<file path="config.mk">
export PLATFORM = sky130hd
export DESIGN_NAME = enter_debounce
export DESIGN_NICKNAME = d
export VERILOG_FILES = /design/src/rtl/enter_pkg.sv /design/src/rtl/sync2.sv /design/src/rtl/enter_debounce.sv
export SDC_FILE = /design/constraint.sdc
export NUM_CORES = 1
export LEC_CHECK = 0
export ABC_AREA = 1
export CAP_MARGIN = 20
export CELL_PAD_IN_SITES_DETAIL_PLACEMENT = 0
export CELL_PAD_IN_SITES_GLOBAL_PLACEMENT = 1
export CORE_ASPECT_RATIO = 2
export CORE_UTILIZATION = 39
export CTS_CLUSTER_DIAMETER = 120
export DETAILED_ROUTE_END_ITERATION = 8
export PLACE_DENSITY = 0.84
export SYNTH_ARGS = -nofsm -noshare
export SYNTH_HDL_FRONTEND = slang
export SYNTH_SLANG_ARGS = --single-unit
export TNS_END_PERCENT = 10
</file>
<file path="constraint.sdc">
create_clock -name clk -period 2.35 [get_ports clk]
set_input_delay 0.47 -clock clk [delete_from_list [all_inputs] [get_ports clk]]
set_output_delay 0.47 -clock clk [all_outputs]
set_load 0.03 [all_outputs]
</file>
<file path="src/rtl/enter_pkg.sv">
// Shared types and constants for the enter-button conditioner.
package enter_pkg;

  typedef enum logic [1:0] {
    S_IDLE,
    S_PRESS_WAIT,
    S_HELD,
    S_RELEASE_WAIT
  } state_t;

  localparam int DEFAULT_DEBOUNCE_CYCLES = 16;
  localparam int PRESS_CNT_W             = 8;

endpackage

</file>
<file path="src/rtl/sync2.sv">
// Parameterized-width two-flop synchronizer; both stages reset to 0.
module sync2 #(
  parameter int W = 1
) (
  input  logic         clk,
  input  logic         reset,
  input  logic [W-1:0] d,
  output logic [W-1:0] q
);

  logic [W-1:0] meta_q, meta_d;
  logic [W-1:0] sync_q, sync_d;

  always_comb begin
    meta_d = d;
    sync_d = meta_q;
  end

  always_ff @(posedge clk or negedge reset) begin
    if (!reset) begin
      meta_q <= '0;
      sync_q <= '0;
    end else begin
      meta_q <= meta_d;
      sync_q <= sync_d;
    end
  end

  assign q = sync_q;

endmodule

</file>
<file path="src/rtl/enter_debounce.sv">
// Debounces the enter button into a one-cycle pulse and captures the guess on it.
// Optional saturating press counter enabled by ENTER_PRESS_COUNT_EN.
module enter_debounce
  import enter_pkg::*;
#(
  parameter int DEBOUNCE_CYCLES = DEFAULT_DEBOUNCE_CYCLES,
  parameter int GUESS_W         = 8
) (
  input  logic                   clk,
  input  logic                   reset,
  input  logic                   i_button,
  input  logic [GUESS_W-1:0]     i_guess,
  output logic                   o_enter,
  output logic [GUESS_W-1:0]     o_guess,
  output logic                   o_held,
  output logic [PRESS_CNT_W-1:0] o_presses
);

  localparam int CNT_W = $clog2(DEBOUNCE_CYCLES);
  localparam logic [CNT_W-1:0] CNT_ONE  = CNT_W'(1);
  localparam logic [CNT_W-1:0] CNT_LAST = CNT_W'(DEBOUNCE_CYCLES - 1);

  logic               s;
  logic [GUESS_W-1:0] g;

  sync2 #(.W(1)) u_sync_button (
    .clk   (clk),
    .reset (reset),
    .d     (i_button),
    .q     (s)
  );

  sync2 #(.W(GUESS_W)) u_sync_guess (
    .clk   (clk),
    .reset (reset),
    .d     (i_guess),
    .q     (g)
  );

  state_t             state_q, state_d;
  logic [CNT_W-1:0]   cnt_q, cnt_d;
  logic               enter_q, enter_d;
  logic [GUESS_W-1:0] guess_q, guess_d;

  always_comb begin
    state_d = state_q;
    cnt_d   = cnt_q;
    enter_d = 1'b0;
    guess_d = guess_q;
    case (state_q)
      S_IDLE: begin
        if (s) begin
          state_d = S_PRESS_WAIT;
          cnt_d   = CNT_ONE;
        end
      end
      S_PRESS_WAIT: begin
        if (!s) begin
          state_d = S_IDLE;
          cnt_d   = '0;
        end else if (cnt_q == CNT_LAST) begin
          // Pulse and guess capture share the edge that accepts the press.
          state_d = S_HELD;
          cnt_d   = '0;
          enter_d = 1'b1;
          guess_d = g;
        end else begin
          cnt_d = cnt_q + CNT_ONE;
        end
      end
      S_HELD: begin
        if (!s) begin
          state_d = S_RELEASE_WAIT;
          cnt_d   = CNT_ONE;
        end
      end
      S_RELEASE_WAIT: begin
        if (s) begin
          state_d = S_HELD;
          cnt_d   = '0;
        end else if (cnt_q == CNT_LAST) begin
          state_d = S_IDLE;
          cnt_d   = '0;
        end else begin
          cnt_d = cnt_q + CNT_ONE;
        end
      end
      default: begin
        state_d = S_IDLE;
        cnt_d   = '0;
      end
    endcase
  end

  always_ff @(posedge clk or negedge reset) begin
    if (!reset) begin
      state_q <= S_IDLE;
      cnt_q   <= '0;
      enter_q <= 1'b0;
      guess_q <= '0;
    end else begin
      state_q <= state_d;
      cnt_q   <= cnt_d;
      enter_q <= enter_d;
      guess_q <= guess_d;
    end
  end

  assign o_enter = enter_q;
  assign o_guess = guess_q;
  assign o_held  = (state_q == S_HELD) || (state_q == S_RELEASE_WAIT);

`ifdef ENTER_PRESS_COUNT_EN
  logic [PRESS_CNT_W-1:0] presses_q, presses_d;

  // Counts alongside the pulse edge and sticks at all-ones.
  always_comb begin
    presses_d = presses_q;
    if (enter_d && (presses_q != {PRESS_CNT_W{1'b1}})) begin
      presses_d = presses_q + PRESS_CNT_W'(1);
    end
  end

  always_ff @(posedge clk or negedge reset) begin
    if (!reset) begin
      presses_q <= '0;
    end else begin
      presses_q <= presses_d;
    end
  end

  assign o_presses = presses_q;
`else
  assign o_presses = '0;
`endif

endmodule

</file>
==> results.md, run 1 <==
- Outcome: finished clean
- Flop2flop setup slack: between 1 and 1.5 ns
- Cell Chain, Critical Path: clkdlybuf4s50_1
- Fmax: 556 MHz
- CTS tree: done
- Final nets: 144
- Postcts setup bufs: 0
- DIE AREA: between 3000 and 4000 µm²
- Fin Setup TNS: 0 ns
- Core area: 2800 µm²
- Top post-synthesis cells by area: dfrtp_1, nand2_1, buf_4, inv_1, nand3_1
- Vias in the first global route: 620
- CP Capture Type: output pin
- Mapped Cells: 107
- Most common cell after layout, fill and taps aside: nand2_1
- Mean area per synthesized cell: 11.1 µm²
- Antenna cells: 0
- Post-synth top area share: 0.698
- Post-Route WL: 1640 µm
- Most frequent cells in the layout: nand2_1, dfrtp_1, clkdlybuf4s50_1
- Peak VDD IR: 591 µV
- Largest net degree at the start of global routing: 34
- CTS root buf: clkbuf_8
- Post-place setup slack: 0.841 ns
- Routed WL per cell: between 10 and 15 µm
- CTS Buf Count: 5
- Max Clock Skew: roughly 0.0046 ns
- #FFs+latches synth: 33
- Initial Util: 0.422
- Final setup vio count: 0
- Fin. Hold Viols: 0
- Netlist cell types: 18
- Min-delay worst type: reg -> reg
- Die Wd: 40.9 µm
- CP Max Fanout: 4
- Final WS setup: between 0.5 and 0.6 ns
- LEAKAGE: 0.000760 µW
- Cts hold-fix bufs: 0
- Clock tree sinks: 33
- Worst EP required: 1.88 ns
- H-tree depth: 2
- Mapped Area: 1180 µm²
- Ports: 29
- CP max-delay cell: clkdlybuf4s50_1
- Reg clk slew, reported paths: 0.06 ns
- Critical Path AT: 1.33 ns
- Total iterations of the first detailed-routing run: 4
- Placed Area: 1380 µm²
- GR Util All Layers: 0.120
- Worst R2R Path Depth: 7
- Post-synthesis sequential area ratio: 0.698
- Setup crit start kind: flop
- Power per cell area: 929 nW/µm²
- Leading area contributor after synthesis: dfrtp_1
- Grt ovf: 0
- DR vias/cell: 4.44
- Post-DRT Antenna Nets: 0
- RSZ-0062 raised after global routing: no
- Final worst-path cycle share: 0.765
- Slowest stage delay, CP: about 0.7 ns
- Crit. path cell count: 1
- DP Wirelength: 1160 µm
- Worst path bufs/invs: 1
- Max-Cap Viols: 0
- Placer congestion estimate: 0.605
- Drt first-iter violations: 23
- WHS Path Cells: 0
- DRC errors left: 0
- Later-pin clock latency in the skew report: 0.27 ns
- Top Family by Delay on Critical Path: buffers and inverters
- Yosys warns: 0
- Area Growth Syn to Fin: 26.9%
- Cts repair resizes: 0
- Initial antenna violation count: 0
- Row count: 27
- Tot Pwr: 1390 µW
- # port buffers: 20
- Global-route wire length before repair: roughly 2600 µm
- Routed vias: 720
- Max Transition Viols Final: 0
- Design Area, Final: 1500 µm²
- Die Ht: 79.9 µm
- Min Tclk post-route: around 1.8 ns
- CTS max path bufs: 2
- Layout cells sized above 1: 0.0902
- Worst setup path category: reg -> out
[routing by layer]
layer	GRT usage	wire length, µm	vias up
li1	-	-	361
met3	0.0501	82	2
met2	0.180	879	24
met5	0	0	-
met4	0.0800	19	0
met1	0.127	656	333
[power breakdown]
part / internal, µW / switching [µW] / total [µW]
clock network: 345 / 179 / 524
registers: 620 / 54.4 / 674
logic: 73.3 / 122 / 195
total: 1040 / 355 / 1390
[through the flow]
step | instances | utilization | hold slack (ns)
after floorplan | 114 | - | 0.174
after CTS | 162 | 0.535 | 0.348
final | 162 | 0.535 | 0.343
after global routing | 162 | 0.535 | 0.351
after detailed placement | 154 | 0.494 | 0.336
after global placement | 154 | 0.494 | 0.333
[area by class of cell]
cell class,count,area [µm²]
Clock inverter,1,30.0
Fill cell,268,1300
Clock buffer,7,86.3
Sequential cell,33,826
Multi-Input combinational cell,63,279
Timing Repair Buffer,21,208
Tap cell,29,36.3
Inverter,8,35.0
[sequential cells by signal, indices dropped and copies added, names as in the netlist, named ones only]
| register | count |
|---|---|
| o_enter | 1 |
| cnt_q | 4 |
| u_sync_guess.meta_q | 8 |
| u_sync_button.meta_q | 1 |
| state_q | 1 |
| u_sync_button.q | 1 |
| u_sync_guess.q | 8 |
| o_guess | 8 |
[synthesized netlist by cell type (all sizes together)]
cell type	instances
o211ai	1
clkbuf	1
nand2	40
conb	1
nor2	2
o21ai	3
ha	1
a21oi	1
nand4	1
buf	9
nand3	6
clkinv	1
dfrtp	33
inv	7
[final timing paths]
path | endpoint | startpoint
worst max-delay path | o_held | flop
max in group asynchronous | u_sync_guess.q[0] | reset
min in group asynchronous | state_q[0] | reset
worst max register to register | o_guess[0] | cnt_q[0]
worst min-delay path | u_sync_guess.q[2] | u_sync_guess.meta_q[2]
worst min register to register | u_sync_guess.q[2] | u_sync_guess.meta_q[2]
[kinds of logic (layout without fill, tap and decap cells)]
family,Yosys count,in the layout,synth area share
AOI/OAI and AO/OA,5,5,0.0233
adders and majority gates,1,1,0.0106
buffers and inverters,18,37,0.0878
DFF,33,33,0.698
other,1,8,0.00317
and+or+nand+nor,49,49,0.177
Power figures use the tool's default switching activity.
==> run 2, diff against run 1 <==
--- a/config.mk
+++ b/config.mk
@@ -10,10 +10,10 @@
 export CELL_PAD_IN_SITES_DETAIL_PLACEMENT = 0
 export CELL_PAD_IN_SITES_GLOBAL_PLACEMENT = 1
 export CORE_ASPECT_RATIO = 2
-export CORE_UTILIZATION = 39
+export CORE_UTILIZATION = 33
 export CTS_CLUSTER_DIAMETER = 120
 export DETAILED_ROUTE_END_ITERATION = 8
-export PLACE_DENSITY = 0.84
+export PLACE_DENSITY = 0.76
 export SYNTH_ARGS = -nofsm -noshare
 export SYNTH_HDL_FRONTEND = slang
 export SYNTH_SLANG_ARGS = --single-unit
==> constraint.sdc (replaced) <==
create_clock -name clk -period 1.5 [get_ports clk]
set_input_delay 0.3 -clock clk [delete_from_list [all_inputs] [get_ports clk]]
set_output_delay 0.3 -clock clk [all_outputs]
set_load 0.03 [all_outputs]
==> results.md, run 2 (synthesized netlist as in run 1, its figures left out) <==
- Outcome: finished clean
- Min-delay src: u_sync_guess.meta_q[2]
- Antenna cells: 0 (unchanged)
- Routed vias: 742 (+3.1%)
- Initial antenna violation count: 0 (unchanged)
- Worst setup path category: reg -> out
- FILL cells: 321 (+20%)
- Worst EP required: 1.20 ns (-0.68 ns)
- Final worst-path cycle share: 0.911
- Placer congestion estimate: 0.762 (+26%)
- Peak VDD IR: 826 µV (+40%)
- DIE AREA: 3840 µm² (+17%)
- CP Capture Type: output pin
- Max Transition Viols Final: 0 (unchanged)
- Row count: 30 (+11%)
- Final setup vio count: 0 (unchanged)
- Placed Area: 1420 µm² (+2.6%)
- Total iterations of the first detailed-routing run: 3 (-1)
- Fin Setup TNS: 0 ns (unchanged)
- Initial Util: 0.346 (-0.0755)
- Power per cell area: 1320 nW/µm² (+43%)
- Most common cell after layout, fill and taps aside: nand2_1
- CP max-delay cell: dlygate4sd2_1
- Critical Path AT: 1.07 ns (-0.26 ns)
- Tot Pwr: 1970 µW (+42%)
- Later-pin clock latency in the skew report: 0.28 ns (about the same)
- Worst R2R Path Depth: 7 (unchanged)
- Clock tree sinks: 33 (unchanged)
- Ports: 29 (unchanged)
- Die Wd: 44.3 µm (+8.3%)
- Flop2flop setup slack: 0.19 ns (-0.87 ns)
- Design Area, Final: 1490 µm² (-0.67%)
- Setup crit start kind: flop
- Most frequent cells in the layout: nand2_1, dfrtp_1, clkdlybuf4s50_1, dlygate4sd2_1, conb_1
- Reg-to-reg critical path endpoint: o_guess[2]
- Fin. Hold Viols: 0 (unchanged)
- Max Clock Skew: 0.00593 ns (+0.00132 ns)
- Reg clk slew, reported paths: 0.07 ns (about the same)
- Cts repair resizes: 10 (+10)
- Hold Path Sink: u_sync_guess.q[2]
- Global-route wire length before repair: 3060 µm (+20%)
- Postcts setup bufs: 0 (unchanged)
- Layout cells sized above 1: 0.0902 (unchanged)
- GR Util All Layers: 0.113 (-0.00685)
- Cell Chain, Critical Path: dlygate4sd2_1
- Vias in the first global route: 727 (+17%)
- Worst path bufs/invs: 1 (unchanged)
- DP Wirelength: 1290 µm (+11%)
- Post-DRT Antenna Nets: 0 (unchanged)
- Largest net degree at the start of global routing: 34 (unchanged)
- Routed WL per cell: 10.1 µm (-0.33%)
- Cts hold-fix bufs: 0 (unchanged)
- Min Tclk post-route: about 1.4 ns
- CTS tree: done
- Post-Route WL: 1820 µm (+11%)
- Slowest stage delay, CP: 0.41 ns (-0.27 ns)
- CTS max path bufs: 2 (unchanged)
- Final nets: 144 (unchanged)
- CP Max Fanout: 4 (unchanged)
- # port buffers: 20 (unchanged)
- Core area: 3420 µm² (+22%)
- CTS root buf: clkbuf_8
- Top Family by Delay on Critical Path: buffers and inverters
- DRC errors left: 0 (unchanged)
- Fmax: 732 MHz
- Die Ht: 86.7 µm (+8.5%)
- CTS Buf Count: 5 (unchanged)
- Min-delay worst type: reg -> reg
- Drt first-iter violations: 17 (-26%)
- Max-Cap Viols: 0 (unchanged)
- Worst r2r src: cnt_q[0]
- WHS Path Cells: 0 (unchanged)
- Area Growth Syn to Fin: 26.0%
- LEAKAGE: 0.000797 µW (+4.9%)
- RSZ-0062 raised after global routing: no
- DR vias/cell: 4.10 (-7.8%)
- Grt ovf: 0 (unchanged)
- H-tree depth: 2 (unchanged)
-- run 2: how the worst max path moves through the flow --
stage	from	end	slack [ns]	cells after the start
after CTS	flop	o_held	0.12	1
after global placement	flop	o_held	0.16	1
final	flop	o_held	0.13	1
after global routing	cnt_q[0]	o_guess[6]	0.05	7
after detailed placement	flop	o_held	0.16	1
after floorplan	cnt_q[0]	o_guess[0]	0.35	7
-- run 2: area by class of cell --
| class | count | area (µm²) | area share |
|---|---|---|---|
| Multi-Input combinational cell | 63 | 279 | 0.187 |
| Clock inverter | 2 | 10.0 | 0.00672 |
| Inverter | 8 | 35.0 | 0.0235 |
| Timing Repair Buffer | 21 | 208 | 0.139 |
| Tap cell | 48 | 60.1 | 0.0403 |
| Clock buffer | 6 | 72.6 | 0.0487 |
| Sequential cell | 33 | 826 | 0.554 |
-- run 2: layer usage --
metal,GRT usage,part of all wire,vias up
met4,0.0909,0.039,0
met5,0,0,-
met1,0.0994,0.38,358
li1,-,-,360
met3,0.0313,0.035,6
met2,0.199,0.54,18
-- run 2: power breakdown --
part,total (µW),internal (µW),switching [µW]
Sequential,1060,971,87.2
Clock,615,321,295
Combinational,300,110,190
Total,1970,1400,572
-- run 2: stage by stage --
stage	setup WS (ns)	hold slack [ns]	std cells	util
2_1_floorplan	0.353	0.00441	114	-
3_3_place_gp	0.162	0.331	173	0.416
3_5_place_dp	0.157	0.337	173	0.416
4_1_cts	0.116	0.349	181	0.436
5_1_grt	0.0524	0.353	181	0.436
6_report	0.134	0.344	181	0.436
==> run 3, diff against run 2 <==
--- a/config.mk
+++ b/config.mk
@@ -5,15 +5,14 @@
 export SDC_FILE = /design/constraint.sdc
 export NUM_CORES = 1
 export LEC_CHECK = 0
-export ABC_AREA = 1
 export CAP_MARGIN = 20
 export CELL_PAD_IN_SITES_DETAIL_PLACEMENT = 0
 export CELL_PAD_IN_SITES_GLOBAL_PLACEMENT = 1
 export CORE_ASPECT_RATIO = 2
-export CORE_UTILIZATION = 33
+export CORE_UTILIZATION = 34
 export CTS_CLUSTER_DIAMETER = 120
 export DETAILED_ROUTE_END_ITERATION = 8
-export PLACE_DENSITY = 0.76
+export PLACE_DENSITY = 0.75
 export SYNTH_ARGS = -nofsm -noshare
 export SYNTH_HDL_FRONTEND = slang
 export SYNTH_SLANG_ARGS = --single-unit
==> results.md, run 3 <==
- Cts hold-fix bufs: 0 (unchanged)
- Layout cells sized above 1: 0.262 (+0.171)
- Mean area per synthesized cell: 15.3 µm² (+38%)
- Peak VDD IR: 741 µV (-10%)
- Row count: 29 (-3.3%)
- LEAKAGE: 0.000765 µW (-4.0%)
- Post-synth top area share: 0.711 (+0.0128)
- H-tree depth: 2 (unchanged)
- Final worst-path cycle share: 0.973 (+0.0626)
- Most common cell after layout, fill and taps aside: dfrtp_1
- CTS max path bufs: 2 (unchanged)
- DIE AREA: 3670 µm² (-4.5%)
- CTS root buf: clkbuf_8
- Global-route wire length before repair: 2860 µm (-6.5%)
- Most frequent cells after synthesis: dfrtp_1, buf_4, mux2_2
- Later-pin clock latency in the skew report: 0.28 ns (about the same)
- Cell Chain, Critical Path: ha_4 > nand4_4 > nor3b_2 > buf_6 > mux2_2
- # port buffers: 20 (unchanged)
- Placer congestion estimate: 0.686 (-9.9%)
- Min-delay worst type: reg -> reg
- Top post-synthesis cells by area: dfrtp_1, mux2_2, buf_4, nand3_1, xor2_1
- Leading area contributor after synthesis: dfrtp_1
- Initial Util: 0.360 (+0.0134)
- EDFF count, synth: 0 (unchanged)
- Slowest stage delay, CP: 0.38 ns (-0.03 ns)
- Most frequent cell after synthesis: dfrtp_1
- Largest net degree at the start of global routing: 34 (unchanged)
- Worst EP required: 1.67 ns (+0.47 ns)
- Post-Route WL: 1680 µm (-7.7%)
- Min Tclk post-route: 1.46 ns (+0.0940 ns)
- Mapped Cells: 76 (-29%)
- Worst path bufs/invs: 1 (unchanged)
- Power per cell area: 1150 nW/µm² (-13%)
- DRC errors left: 0 (unchanged)
- Post-synthesis sequential area ratio: 0.711 (+0.0128)
- DP Wirelength: 1180 µm (-8.3%)
- Drt first-iter violations: 3 (-14)
- Post-DRT Antenna Nets: 0 (unchanged)
- #FFs+latches synth: 33 (unchanged)
- Setup crit start kind: flop
- Fmax: 685 MHz (-6.4%)
- Final setup vio count: 0 (unchanged)
- Max-Cap Viols: 0 (unchanged)
- Post-synth ARST share: 1.00 (unchanged)
- Placed Area: 1430 µm² (+0.88%)
- GR Util All Layers: 0.109 (-0.00379)
- Most frequent cells in the layout: dfrtp_1, clkdlybuf4s50_1, dlygate4sd2_1
- Die Wd: 43.3 µm (-2.3%)
- Final hold slack: 0.349 ns (+0.00474 ns)
- Die Ht: 84.6 µm (-2.3%)
- CP Max Fanout: 9 (+5)
- Netlist cell types: 23 (+5)
- Mapped Area: 1160 µm² (-1.8%)
- Area Growth Syn to Fin: 32.3%
- Reg clk slew, reported paths: 0.07 ns (about the same)
- Vias in the first global route: 689 (-5.2%)
- Core area: 3230 µm² (-5.5%)
- CTS Buf Count: 5 (unchanged)
- Final nets: 118 (-18%)
- Initial antenna violation count: 0 (unchanged)
- Fin. Hold Viols: 0 (unchanged)
- Flop2flop setup slack: 0.04 ns (-0.15 ns)
- Tot Pwr: 1760 µW (-11%)
- CTS tree: done
- Outcome: finished clean
- Routed WL per cell: 12.2 µm (+21%)
- Max Transition Viols Final: 0 (unchanged)
- CP Capture Type: flop
- Yosys warns: 0 (unchanged)
- Total iterations of the first detailed-routing run: 4 (+1)
- DR vias/cell: 4.70 (+15%)
- Max Clock Skew: 0.00474 ns (-0.00119 ns)
- Routed vias: 649 (-13%)
- RSZ-0062 raised after global routing: yes
- Worst setup path category: reg -> reg
- Ports: 29 (unchanged)
- Postcts setup bufs: 0 (unchanged)
- Antenna cells: 0 (unchanged)
- CP max-delay cell: dfrtp_1
- Critical Path AT: 1.63 ns (+0.56 ns)
- FILL cells: 285 (-11%)
- Grt ovf: 0 (unchanged)
- Clock tree sinks: 33 (unchanged)
- Top Family by Delay on Critical Path: flip-flops
- Top_reg_cell synth: dfrtp_1
- Design Area, Final: 1540 µm² (+3.1%)
## run 3: cell types whose count changed after synthesis, sizes merged, moves of 2 or more
cell / change
mux2: +9
xor2: +2
inv: -6
o21ai: -2
nand3: -2
nand2: -39
## run 3: cells by family after synthesis
logic type | count (synthesis) | share of synthesized area
AND/OR/NAND/NOR | 11 | 0.0614
flip-flops | 33 | 0.711
XOR/XNOR | 3 | 0.0226
AO/OA/AOI/OAI | 6 | 0.0345
other | 1 | 0.00323
multiplexers | 9 | 0.0873
adder cells (fa/ha/maj) | 1 | 0.0108
buffers and inverters | 12 | 0.0690
## run 3: per-stage QoR
stage | TNS (ns) | cells | setup WS (ns) | utilization
floorplan | 0 | 83 | 0.0167 | -
global placement | 0 | 130 | 0.0223 | 0.444
detailed placement | -0.0379 | 130 | -0.0105 | 0.444
CTS | 0 | 138 | 0.00683 | 0.471
global route | -0.145 | 138 | -0.0274 | 0.476
finish | 0 | 138 | 0.0399 | 0.476
## run 3: final timing paths
path,start,end,depth (start not counted)
setup / recovery,cnt_q[1],o_guess[6],5
hold / removal,u_sync_guess.meta_q[4],u_sync_guess.q[4],0
setup reg to reg,cnt_q[1],o_guess[6],5
hold reg to reg,u_sync_guess.meta_q[4],u_sync_guess.q[4],0
max in group asynchronous,reset,u_sync_guess.meta_q[2],2
min in group asynchronous,reset,o_guess[2],2
## run 3: layer usage
| metal | vias to the layer above | global-route usage | part of all wire |
|---|---|---|---|
| li1 | 301 | - | - |
| met1 | 320 | 0.112 | 0.37 |
| met2 | 21 | 0.176 | 0.54 |
| met3 | 7 | 0.0538 | 0.064 |
| met4 | 0 | 0.0597 | 0.024 |
| met5 | - | 0 | 0 |
## run 3: area by class of cell
| type | count | area [µm²] | share of cell area |
|---|---|---|---|
| Multi-Input combinational cell | 38 | 315 | 0.205 |
| Clock inverter | 2 | 13.8 | 0.00896 |
| Sequential cell | 33 | 826 | 0.537 |
| Tap cell | 31 | 38.8 | 0.0252 |
| Clock buffer | 6 | 82.6 | 0.0537 |
| Timing Repair Buffer | 27 | 256 | 0.167 |
| Inverter | 1 | 3.75 | 0.00244 |
## run 3: power breakdown
group	total (µW)	switching [µW]	internal, µW
combinational	139	74.4	64.9
sequential	945	19.8	925
clock	679	308	371
total	1760	402	1360
## run 3: timing repair
action                     4_1_cts  5_1_grt
hold endpoints to repair         0        0
resized for setup               11        3
cloned                           0        0
pin swaps                        1        0
setup endpoints to repair       18        8
